<file path="config.mk">
export PLATFORM = sky130hd
export DESIGN_NAME = rtc_time_core
export DESIGN_NICKNAME = d
export VERILOG_FILES = /design/src/rtl/rtc_time_core.sv
export SDC_FILE = /design/constraint.sdc
export NUM_CORES = 1
export LEC_CHECK = 0
export ABC_AREA = 0
export CAP_MARGIN = 5
export CORE_MARGIN = 2
export CORE_UTILIZATION = 58
export CTS_CLUSTER_DIAMETER = 120
export DETAILED_ROUTE_END_ITERATION = 16
export GPL_TIMING_DRIVEN = 0
export PLACE_DENSITY = 0.92
export SYNTH_ARGS = -nofsm -noshare
export SYNTH_HDL_FRONTEND = slang
export SYNTH_SLANG_ARGS = --single-unit
export TNS_END_PERCENT = 50
</file>
<file path="constraint.sdc">
create_clock -name clk -period 12.3 [get_ports clk]
set_input_delay 2.46 -clock clk [delete_from_list [all_inputs] [get_ports clk]]
set_output_delay 2.46 -clock clk [all_outputs]
set_load 0.02 [all_outputs]
</file>
<file path="src/rtl/rtc_time_core.sv">
// rtl/rtc_time_core.sv - calendar/time-of-day counter with checked load path (option macro: RTC_WDAY_EN)
module rtc_time_core #(
  parameter int CLK_HZ   = 50000000,
  parameter int RST_YEAR = 2000,
  parameter int YEAR_MAX = 9999
) (
  input  logic        clk,
  input  logic        rst,
  input  logic        run_en,
  input  logic        load_valid,
  output logic        load_ready,
  input  logic [15:0] load_year,
  input  logic [7:0]  load_month,
  input  logic [7:0]  load_day,
  input  logic [7:0]  load_hour,
  input  logic [7:0]  load_minute,
  input  logic [7:0]  load_sec,
  input  logic [2:0]  load_wday,
  output logic        load_ack,
  output logic        load_err,
  output logic [15:0] year,
  output logic [7:0]  month,
  output logic [7:0]  day,
  output logic [7:0]  hour,
  output logic [7:0]  minute,
  output logic [7:0]  sec,
  output logic [2:0]  wday,
  output logic        tick_1hz
);

  localparam int PW = (CLK_HZ > 1) ? $clog2(CLK_HZ) : 1;

  typedef enum logic {ST_RUN, ST_CHECK} state_t;

  state_t        state_q;
  logic          ready_q, ack_q, err_q;
  logic [PW-1:0] presc_q, presc_d;
  logic [15:0]   year_q, year_d, hyear_q;
  logic [7:0]    month_q, month_d, hmonth_q;
  logic [7:0]    day_q, day_d, hday_q;
  logic [7:0]    hour_q, hour_d, hhour_q;
  logic [7:0]    min_q, min_d, hmin_q;
  logic [7:0]    sec_q, sec_d, hsec_q;
  logic          tick;
  logic          load_ok;
  logic          commit;

  function automatic logic is_leap(input logic [15:0] y);
    return (y[1:0] == 2'b00) && (((y % 16'd100) != 16'd0) || ((y % 16'd400) == 16'd0));
  endfunction

  function automatic logic [7:0] days_in_month(input logic [15:0] y, input logic [7:0] m);
    case (m)
      8'd2:                     days_in_month = is_leap(y) ? 8'd29 : 8'd28;
      8'd4, 8'd6, 8'd9, 8'd11:  days_in_month = 8'd30;
      default:                  days_in_month = 8'd31;
    endcase
  endfunction

`ifdef RTC_WDAY_EN
  logic [2:0] wday_q, wday_d, hwday_q;
  logic       wday_ok;
  assign wday_ok = (hwday_q <= 3'd6);
  assign wday    = wday_q;
`else
  logic       unused_wday;
  logic       wday_ok;
  assign unused_wday = ^load_wday;
  assign wday_ok     = 1'b1;
  assign wday        = 3'd0;
`endif

  assign tick = run_en && (presc_q == PW'(CLK_HZ - 1));

  // Range check of the held request; only meaningful while in CHECK
  assign load_ok = (hmonth_q >= 8'd1) && (hmonth_q <= 8'd12) &&
                   (hday_q >= 8'd1) && (hday_q <= days_in_month(hyear_q, hmonth_q)) &&
                   (hhour_q <= 8'd23) && (hmin_q <= 8'd59) && (hsec_q <= 8'd59) &&
                   (hyear_q <= 16'(YEAR_MAX)) && wday_ok;

  assign commit = (state_q == ST_CHECK) && load_ok;

  // Next time: a commit overrides a coincident tick, otherwise the tick cascades
  always_comb begin
    year_d  = year_q;
    month_d = month_q;
    day_d   = day_q;
    hour_d  = hour_q;
    min_d   = min_q;
    sec_d   = sec_q;
`ifdef RTC_WDAY_EN
    wday_d  = wday_q;
`endif
    presc_d = presc_q;
    if (commit) begin
      year_d  = hyear_q;
      month_d = hmonth_q;
      day_d   = hday_q;
      hour_d  = hhour_q;
      min_d   = hmin_q;
      sec_d   = hsec_q;
`ifdef RTC_WDAY_EN
      wday_d  = hwday_q;
`endif
      presc_d = '0;
    end else if (tick) begin
      presc_d = '0;
      if (sec_q != 8'd59) begin
        sec_d = sec_q + 8'd1;
      end else begin
        sec_d = 8'd0;
        if (min_q != 8'd59) begin
          min_d = min_q + 8'd1;
        end else begin
          min_d = 8'd0;
          if (hour_q != 8'd23) begin
            hour_d = hour_q + 8'd1;
          end else begin
            hour_d = 8'd0;
`ifdef RTC_WDAY_EN
            wday_d = (wday_q == 3'd6) ? 3'd0 : wday_q + 3'd1;
`endif
            if (day_q != days_in_month(year_q, month_q)) begin
              day_d = day_q + 8'd1;
            end else begin
              day_d = 8'd1;
              if (month_q != 8'd12) begin
                month_d = month_q + 8'd1;
              end else begin
                month_d = 8'd1;
                year_d  = (year_q == 16'(YEAR_MAX)) ? 16'd0 : year_q + 16'd1;
              end
            end
          end
        end
      end
    end else if (run_en) begin
      presc_d = presc_q + PW'(1);
    end
  end

  // Time and prescaler registers
  always_ff @(posedge clk) begin
    if (rst) begin
      year_q  <= 16'(RST_YEAR);
      month_q <= 8'd1;
      day_q   <= 8'd1;
      hour_q  <= 8'd0;
      min_q   <= 8'd0;
      sec_q   <= 8'd0;
`ifdef RTC_WDAY_EN
      wday_q  <= 3'd6;
`endif
      presc_q <= '0;
    end else begin
      year_q  <= year_d;
      month_q <= month_d;
      day_q   <= day_d;
      hour_q  <= hour_d;
      min_q   <= min_d;
      sec_q   <= sec_d;
`ifdef RTC_WDAY_EN
      wday_q  <= wday_d;
`endif
      presc_q <= presc_d;
    end
  end

  // Load FSM: capture in RUN, judge for one cycle in CHECK, pulse ack/err after
  always_ff @(posedge clk) begin
    if (rst) begin
      state_q  <= ST_RUN;
      ready_q  <= 1'b1;
      ack_q    <= 1'b0;
      err_q    <= 1'b0;
      hyear_q  <= '0;
      hmonth_q <= '0;
      hday_q   <= '0;
      hhour_q  <= '0;
      hmin_q   <= '0;
      hsec_q   <= '0;
`ifdef RTC_WDAY_EN
      hwday_q  <= '0;
`endif
    end else begin
      ack_q <= 1'b0;
      err_q <= 1'b0;
      case (state_q)
        ST_RUN: begin
          if (load_valid && ready_q) begin
            hyear_q  <= load_year;
            hmonth_q <= load_month;
            hday_q   <= load_day;
            hhour_q  <= load_hour;
            hmin_q   <= load_minute;
            hsec_q   <= load_sec;
`ifdef RTC_WDAY_EN
            hwday_q  <= load_wday;
`endif
            state_q  <= ST_CHECK;
            ready_q  <= 1'b0;
          end
        end
        ST_CHECK: begin
          ack_q   <= load_ok;
          err_q   <= !load_ok;
          state_q <= ST_RUN;
          ready_q <= 1'b1;
        end
        default: begin
          state_q <= ST_RUN;
          ready_q <= 1'b1;
        end
      endcase
    end
  end

  assign load_ready = ready_q;
  assign load_ack   = ack_q;
  assign load_err   = err_q;
  assign year       = year_q;
  assign month      = month_q;
  assign day        = day_q;
  assign hour       = hour_q;
  assign minute     = min_q;
  assign sec        = sec_q;
  assign tick_1hz   = tick;

endmodule

</file>
* Yosys cells after proc, flatten, opt, wreduce, memory -nomap -nowiden *
Index checks and enable logic that the tools add are counted.

cells by class
  divide/modulo/power cells = 4
  reduce and logical (&&, ||, !) cells = 32
  multiplexer cells = 46
  bitwise logic cells = 1
  $add $sub $neg = 7
  equality and inequality tests = 23
  magnitude comparators = 8

operators by type and width
  cell                                                    number
  two-way mux 8 bit                                       30
  two-way mux 16 bit                                      8
  adder 8 x 1 -> 8 bit (second input constant)            5
  equality test 8 x 3 -> 1 bit (second input constant)    4
  equality test 8 x 4 -> 1 bit (second input constant)    4
  logical NOT 16 bit                                      2
  modulo 16 x 7 -> 16 bit (second input constant)         2
  modulo 16 x 9 -> 16 bit (second input constant)         2
  nonzero test 16 bit                                     2
  adder 26 x 1 -> 26 bit (second input constant)          1
  equality test 26 bit (second input constant)            1
  adder 16 x 1 -> 16 bit (second input constant)          1
  equality test 16 x 14 -> 1 bit (second input constant)  1
  equality test 8 x 2 -> 1 bit (second input constant)    2
  >= comparator 8 x 1 -> 1 bit (second input constant)    2
  <= comparator 16 x 14 -> 1 bit (second input constant)  1
  <= comparator 8 x 6 -> 1 bit (second input constant)    2
  != test 8 x 6 -> 1 bit (second input constant)          2
  logical AND 1 bit                                       12
  != test 2 bit (second input constant)                   6
  <= comparator 8 x 4 -> 1 bit (second input constant)    1
  <= comparator 8 x 5 -> 1 bit (second input constant)    1
  <= comparator 8 bit                                     1
  != test 8 x 4 -> 1 bit (second input constant)          1
  18 further kinds                                        27

word-level totals
  flip-flop bits (word level) = 142
  word-level logic and storage cells = 138
  output and inout port bits = 63

* Longest topological paths before layout *
  word-level depth = 21
  depth in mapped cells = 40

* Least setup slack after synthesis *
OpenSTA, ideal clock, no wires.

  path kind = register -> register
  start point = register hyear_q[11]
  end point = register year_q[15], in the netlist year[15]
  setup slack = 3.500 ns
  buffers on the path = 2
  arrival = 8.728 ns
  cell stages (with the launch flop) = 39
  path through = dfxtp_1 clkbuf_1 or2_2 clkbuf_1 a311o_1 a22oi_1 a311oi_1 and2_1 o311ai_2 a211oi_1 a211oi_2 o211ai_1 a2111oi_1 o31ai_1 xnor2_1 a31oi_1 or2_2 a21oi_1 [3 not listed] and2_1 a21oi_1 o31ai_1 xnor2_1 mux2i_1 a22oi_1 ha_1 a211oi_1 nor2_1 nand3_1 nor2_1 o21ai_1 a21oi_1 nand2_1 nor2_1 nand2_4 or4_1 a21oi_1

on the way
  cells in the longest elaborated chain, start to end = 15
  elaborated cells between the ends (all ways) = 24
  those cells by class = div (2); order compare (2); eq/ne (5); mux (3); reduce/logical (12)

RTL lines
  item                                                                       line  source
  start, declared                                                            38    logic [15:0] year_q, year_d, hyear_q;
  start signal, assigned                                                     191   hyear_q <= load_year;
  modulo 16 x 7 -> 16 bit / modulo 16 x 9 -> 16 bit (equally long branches)  49    return (y[1:0] == 2'b00) && (((y % 16'd100) != 16'd0) || ((y % 16'd400) == 16'd0));
  nonzero test 16 bit / logical NOT 16 bit (equally long branches)           49
  logical OR 1 bit                                                           49
  logical AND 1 bit                                                          49
  two-way mux 1 bit                                                          54    8'd2: days_in_month = is_leap(y) ? 8'd29 : 8'd28;
  case mux 2 bit (2 select lines)                                            53    case (m)
  <= comparator 8 bit                                                        77    (hday_q >= 8'd1) && (hday_q <= days_in_month(hyear_q, hmonth_q)) &&
  logical AND 1 bit (2 in a row)                                             77
  logical AND 1 bit (2 in a row)                                             78    (hhour_q <= 8'd23) && (hmin_q <= 8'd59) && (hsec_q <= 8'd59) &&
  logical AND 1 bit (*)                                                      78
  logical AND 1 bit (*)                                                      81    assign commit = (state_q == ST_CHECK) && load_ok;
  != test 2 bit (no line) / nonzero test 2 bit (equally long branches)       --
  AND reduction 6 bit (no line)                                              --
  end signal, assigned                                                       145   year_q <= 16'(RST_YEAR);
  end signal, assigned                                                       156   year_q <= year_d;
  end, declared                                                              38

Every way passes the cells marked *; elsewhere a longest branch is shown, timed or not.
A chain may end at the register's enable or synchronous reset.

* Worst setup path in the final report *
Ends and elaborated chain as after synthesis.

==> impl_results.html <==
<table>
<tr><th>Metric</th><th>Value</th></tr>
<tr><th colspan="2">Critical path</th></tr>
<tr><td>Crit-path max FO</td><td>10</td></tr>
<tr><td>Launch point of the critical path</td><td>hyear_q[11]</td></tr>
<tr><td>Crit. End Element</td><td>flop</td></tr>
<tr><td>Category of the critical setup timing path</td><td>reg -&gt; reg</td></tr>
<tr><td>Cell count along the critical path</td><td>38</td></tr>
<tr><td>Slowest stage delay, CP</td><td>0.75 ns</td></tr>
<tr><td>Source of the worst register-to-register timing path</td><td>hyear_q[11]</td></tr>
<tr><td>Worst EP arrival</td><td>11.51 ns</td></tr>
<tr><td>Worst reg-to-reg path cell count</td><td>38</td></tr>
<tr><td>Sum of buffers and inverters on the critical path</td><td>2</td></tr>
<tr><td>Worst reg2reg setup slack</td><td>1.15 ns</td></tr>
<tr><td>Kind of cell adding the most delay to the critical path</td><td>compound AO/OA/AOI/OAI gates</td></tr>
<tr><td>Slowest-stage cell, CP</td><td>a2111oi_1</td></tr>
<tr><td>Startpoint types</td><td>flop</td></tr>
<tr><td>CP required</td><td>12.67 ns</td></tr>
<tr><th colspan="2">Drt</th></tr>
<tr><td>Total Routed Length</td><td>33900 um</td></tr>
<tr><td>Average wire length per cell after detail routing</td><td>17.85 um</td></tr>
<tr><td>Average via count per standard cell</td><td>6.531</td></tr>
<tr><td>Antenna violation net count after detailed routing</td><td>0</td></tr>
<tr><td>Initial DRC Count</td><td>1110</td></tr>
<tr><td>Overall via count from detail_route</td><td>12400</td></tr>
<tr><td>Post-detailed-route DRC marker count</td><td>0</td></tr>
<tr><td>TritonRoute pass-1 iters</td><td>6</td></tr>
<tr><th colspan="2">Cells and area</th></tr>
<tr><td>Final-stage net count</td><td>1728</td></tr>
<tr><td>Diodes inserted</td><td>0</td></tr>
<tr><td>Area Overhead vs Synth</td><td>19.38%</td></tr>
<tr><td>Final core utilization</td><td>0.6997</td></tr>
<tr><td>Fill cells</td><td>1505</td></tr>
<tr><td>Share of layout cells above drive strength 1</td><td>0.07027</td></tr>
<tr><th colspan="2">STA</th></tr>
<tr><td>Setup Total Neg Slack</td><td>0 ns</td></tr>
<tr><td>Worst hold margin</td><td>0.4582 ns</td></tr>
<tr><td>Max-slew violation count</td><td>0</td></tr>
<tr><td>Fmax achieved</td><td>89.71 MHz</td></tr>
<tr><td>Clock tree skew after final layout</td><td>0.008493 ns</td></tr>
<tr><td>Crit path time final</td><td>11.15 ns</td></tr>
<tr><td>Part of the cycle the worst path needs</td><td>0.9063</td></tr>
<tr><td>Setup repair after global routing missed its margin</td><td>false</td></tr>
<tr><td>Worst slew slack as a fraction of its limit</td><td>0.3593</td></tr>
<tr><td>Worst Tran Pin Value</td><td>0.9576 ns</td></tr>
<tr><td>Number of hold violations in the final report</td><td>0</td></tr>
<tr><td>Number of failing setup endpoints in the final timing report</td><td>0</td></tr>
<tr><th colspan="2">Floorplan</th></tr>
<tr><td>Number of rows created at floorplan</td><td>50</td></tr>
<tr><td>Height of the chip</td><td>141.0 um</td></tr>
<tr><td>Core outline area</td><td>0.01858 mm^2</td></tr>
<tr><td>Top-level I/O count</td><td>126</td></tr>
<tr><td>Initial standard-cell utilization of the core</td><td>0.5861</td></tr>
<tr><td>Die area</td><td>0.01989 mm^2</td></tr>
<tr><td>Horizontal die dimension</td><td>141.0 um</td></tr>
<tr><th colspan="2">Global routing</th></tr>
<tr><td>Number of antenna violations at the first check in global routing</td><td>0</td></tr>
<tr><td>GRT Resource Usage Total</td><td>0.3297</td></tr>
<tr><td>Vias in the first global route</td><td>11500</td></tr>
<tr><td>Aggregate global routing overflow</td><td>0</td></tr>
<tr><td>Wire length of the first global-routing pass</td><td>54390 um</td></tr>
<tr><td>Pin count of the biggest net entering global routing</td><td>17</td></tr>
<tr><th colspan="2">Logic synthesis</th></tr>
<tr><td>Number of flops mapped to enable cells by yosys</td><td>0</td></tr>
<tr><td>Most area-consuming cells after synthesis</td><td>dfxtp_1, nand2_1, a21oi_1</td></tr>
<tr><td>Flop and latch count out of synthesis</td><td>142</td></tr>
<tr><td>Number of instances in the synthesized netlist</td><td>1512</td></tr>
<tr><td>Part of the Yosys area used for sequential elements</td><td>0.2611</td></tr>
<tr><td>Cell types with the highest counts after synthesis</td><td>nand2_1, nor2_1, a21oi_1, dfxtp_1, nand3_1</td></tr>
<tr><td>Share of flip-flops with an asynchronous set or reset</td><td>0</td></tr>
<tr><td>Leading area contributor after synthesis</td><td>dfxtp_1</td></tr>
<tr><td>Area share of the largest cell type after synthesis</td><td>0.2611</td></tr>
<tr><td>Post-Syn Area per Cell</td><td>7.202 um^2</td></tr>
<tr><td>Syn. warnings</td><td>0</td></tr>
<tr><td>Most repeated cell in the gate-level netlist after synthesis</td><td>nand2_1</td></tr>
<tr><td>Main synth FF type</td><td>dfxtp_1</td></tr>
<tr><td>Cell area after synthesis</td><td>0.01089 mm^2</td></tr>
<tr><td>Library cells used by synthesis</td><td>114</td></tr>
<tr><th colspan="2">Placed design</th></tr>
<tr><td>Number of port buffers</td><td>118</td></tr>
<tr><td>Global placer's final weighted congestion</td><td>0.9695</td></tr>
<tr><td>Half-perimeter wire length of the detailed placement result</td><td>24880 um</td></tr>
<tr><th colspan="2">Min path</th></tr>
<tr><td>Min-Delay Path Class</td><td>reg -&gt; reg</td></tr>
<tr><td>Min-Delay Startpoint</td><td>hmin_q[1]</td></tr>
<tr><td>Hold path depth</td><td>2</td></tr>
<tr><th colspan="2">CTS</th></tr>
<tr><td>Number of buffers inserted to repair setup after CTS</td><td>0</td></tr>
<tr><td>Cts bufs inserted</td><td>17</td></tr>
<tr><td>Clock-pin slew reported for the worst setup and hold paths after clock tree synthesis</td><td>0.06 ns</td></tr>
<tr><td>Total of hold buffers inserted after clock tree synthesis</td><td>0</td></tr>
<tr><td>Clock net sink count</td><td>142</td></tr>
<tr><td>Number of levels in the clock H-tree</td><td>4</td></tr>
<tr><td>CTS tree</td><td>done</td></tr>
<tr><td>Worst skew pair latency</td><td>0.44 ns</td></tr>
<tr><td>Cells resized by post-CTS repair</td><td>0</td></tr>
<tr><td>Root buffer cell</td><td>clkbuf_16</td></tr>
<tr><td>Buffer levels on the longest clock path</td><td>2</td></tr>
<tr><th colspan="2">Outcome</th></tr>
<tr><td>Run status</td><td>finished clean</td></tr>
<tr><th colspan="2">Power and ir drop</th></tr>
<tr><td>Worst vdd ir</td><td>0.09162 mV</td></tr>
<tr><td>Power per Cell Area</td><td>116.2 mW/mm^2</td></tr>
<tr><td>Leak</td><td>4.708 nW</td></tr>
<tr><th colspan="2">Flow run</th></tr>
<tr><td>Max-cap viol count</td><td>0</td></tr>
</table>
through the flow:
step	area [um^2]	total power (W)	worst slack (ns)	std cells
floorplan	10900	0.0008452	3.500	1514
global placement	12370	0.0009393	1.751	1866
detailed placement	12380	0.0009504	1.505	1867
CTS	13000	0.001497	1.422	1899
global route	13000	0.001578	0.2630	1899
finish	13000	0.001510	1.153	1899
path summary, 6_finish.rpt:
kind / endpoint
worst max-delay path: year[15]
worst min-delay path: hmin_q[1]
worst max register to register: year[15]
worst min register to register: hmin_q[1]
area by class of cell:
type	count	area, um^2	area share
buffer	94	464.2	0.03571
clock buffer	22	464.2	0.03571
clock inverter	10	160.2	0.01232
inverter	43	161.4	0.01242
multi-input combinational	1235	7428	0.5714
sequential	142	2843	0.2187
tap	234	292.8	0.02252
timing repair buffer	119	1186	0.09124
worst min-delay path, cell delays in order, from the launching register on:
cell and delay, ns:
dfxtp_1 0.31, nand2_1 0.05, a21oi_1 0.05
power breakdown:
group | internal (W) | switching [W] | total (W) | leakage (nW)
clock network | 0.000350 | 0.000203 | 0.000553 | 0.304
registers | 0.000474 | 0.0000131 | 0.000488 | 1.15
logic | 0.000190 | 0.000280 | 0.000470 | 3.25
total | 0.00101 | 0.000496 | 0.00151 | 4.71
cells in the final DEF, fill, tap and decap left out, types with 14 or more instances in the layout:
cell type and count:
clkbuf_16 17, o21ai_0 63, nand2b_1 17, nand3_1 68, nand4_1 20, o21ai_1 17, nor3_1 41, o211ai_1 21
inv_1 41, and3_1 23, a21oi_1 142, nor2b_1 14, nand2_1 226, nor4_1 20, dfxtp_1 142, nor2_1 149
mux2i_1 17, a31oi_1 22, or2_2 14, xnor2_1 29, a211oi_1 22, a21o_1 14, xor2_1 20, clkbuf_1 65
clkdlybuf4s50_1 118, and2_1 15
per-layer routing:
| metal | wire [um] | up-vias | global-route usage |
|---|---|---|---|
| met2 | 15890 | 711 | 0.5612 |
| met3 | 3079 | 136 | 0.06454 |
| li1 | - | 5833 | - |
| met4 | 1437 | 0 | 0.1574 |
| met5 | 0 | - | 0 |
| met1 | 13500 | 5723 | 0.4009 |
registers in the layout (all words and copies together), names as in the netlist:
register and count:
load_ready 1, sec 8, year 16, load_ack 1
hyear_q 16, hmin_q 8, hday_q 8, day 8
hour 8, minute 8, hhour_q 8, load_err 1
state_q 1, month 8, hmonth_q 8, presc_q 26
hsec_q 8
logic make-up (layout without fill, tap and decap cells):
kind of cell | after synthesis | count (layout) | share of synthesized area
flops | 142 | 142 | 0.2611
buf+inv | 137 | 288 | 0.05745
xor+xnor | 50 | 50 | 0.04091
other cells | 1 | 3 | 0.0003444
compound gates | 466 | 466 | 0.2966
simple gates | 678 | 678 | 0.3051
fa+ha+maj | 16 | 16 | 0.01781
mux | 22 | 22 | 0.02080
No activity file was read; power rests on OpenSTA's default activity.
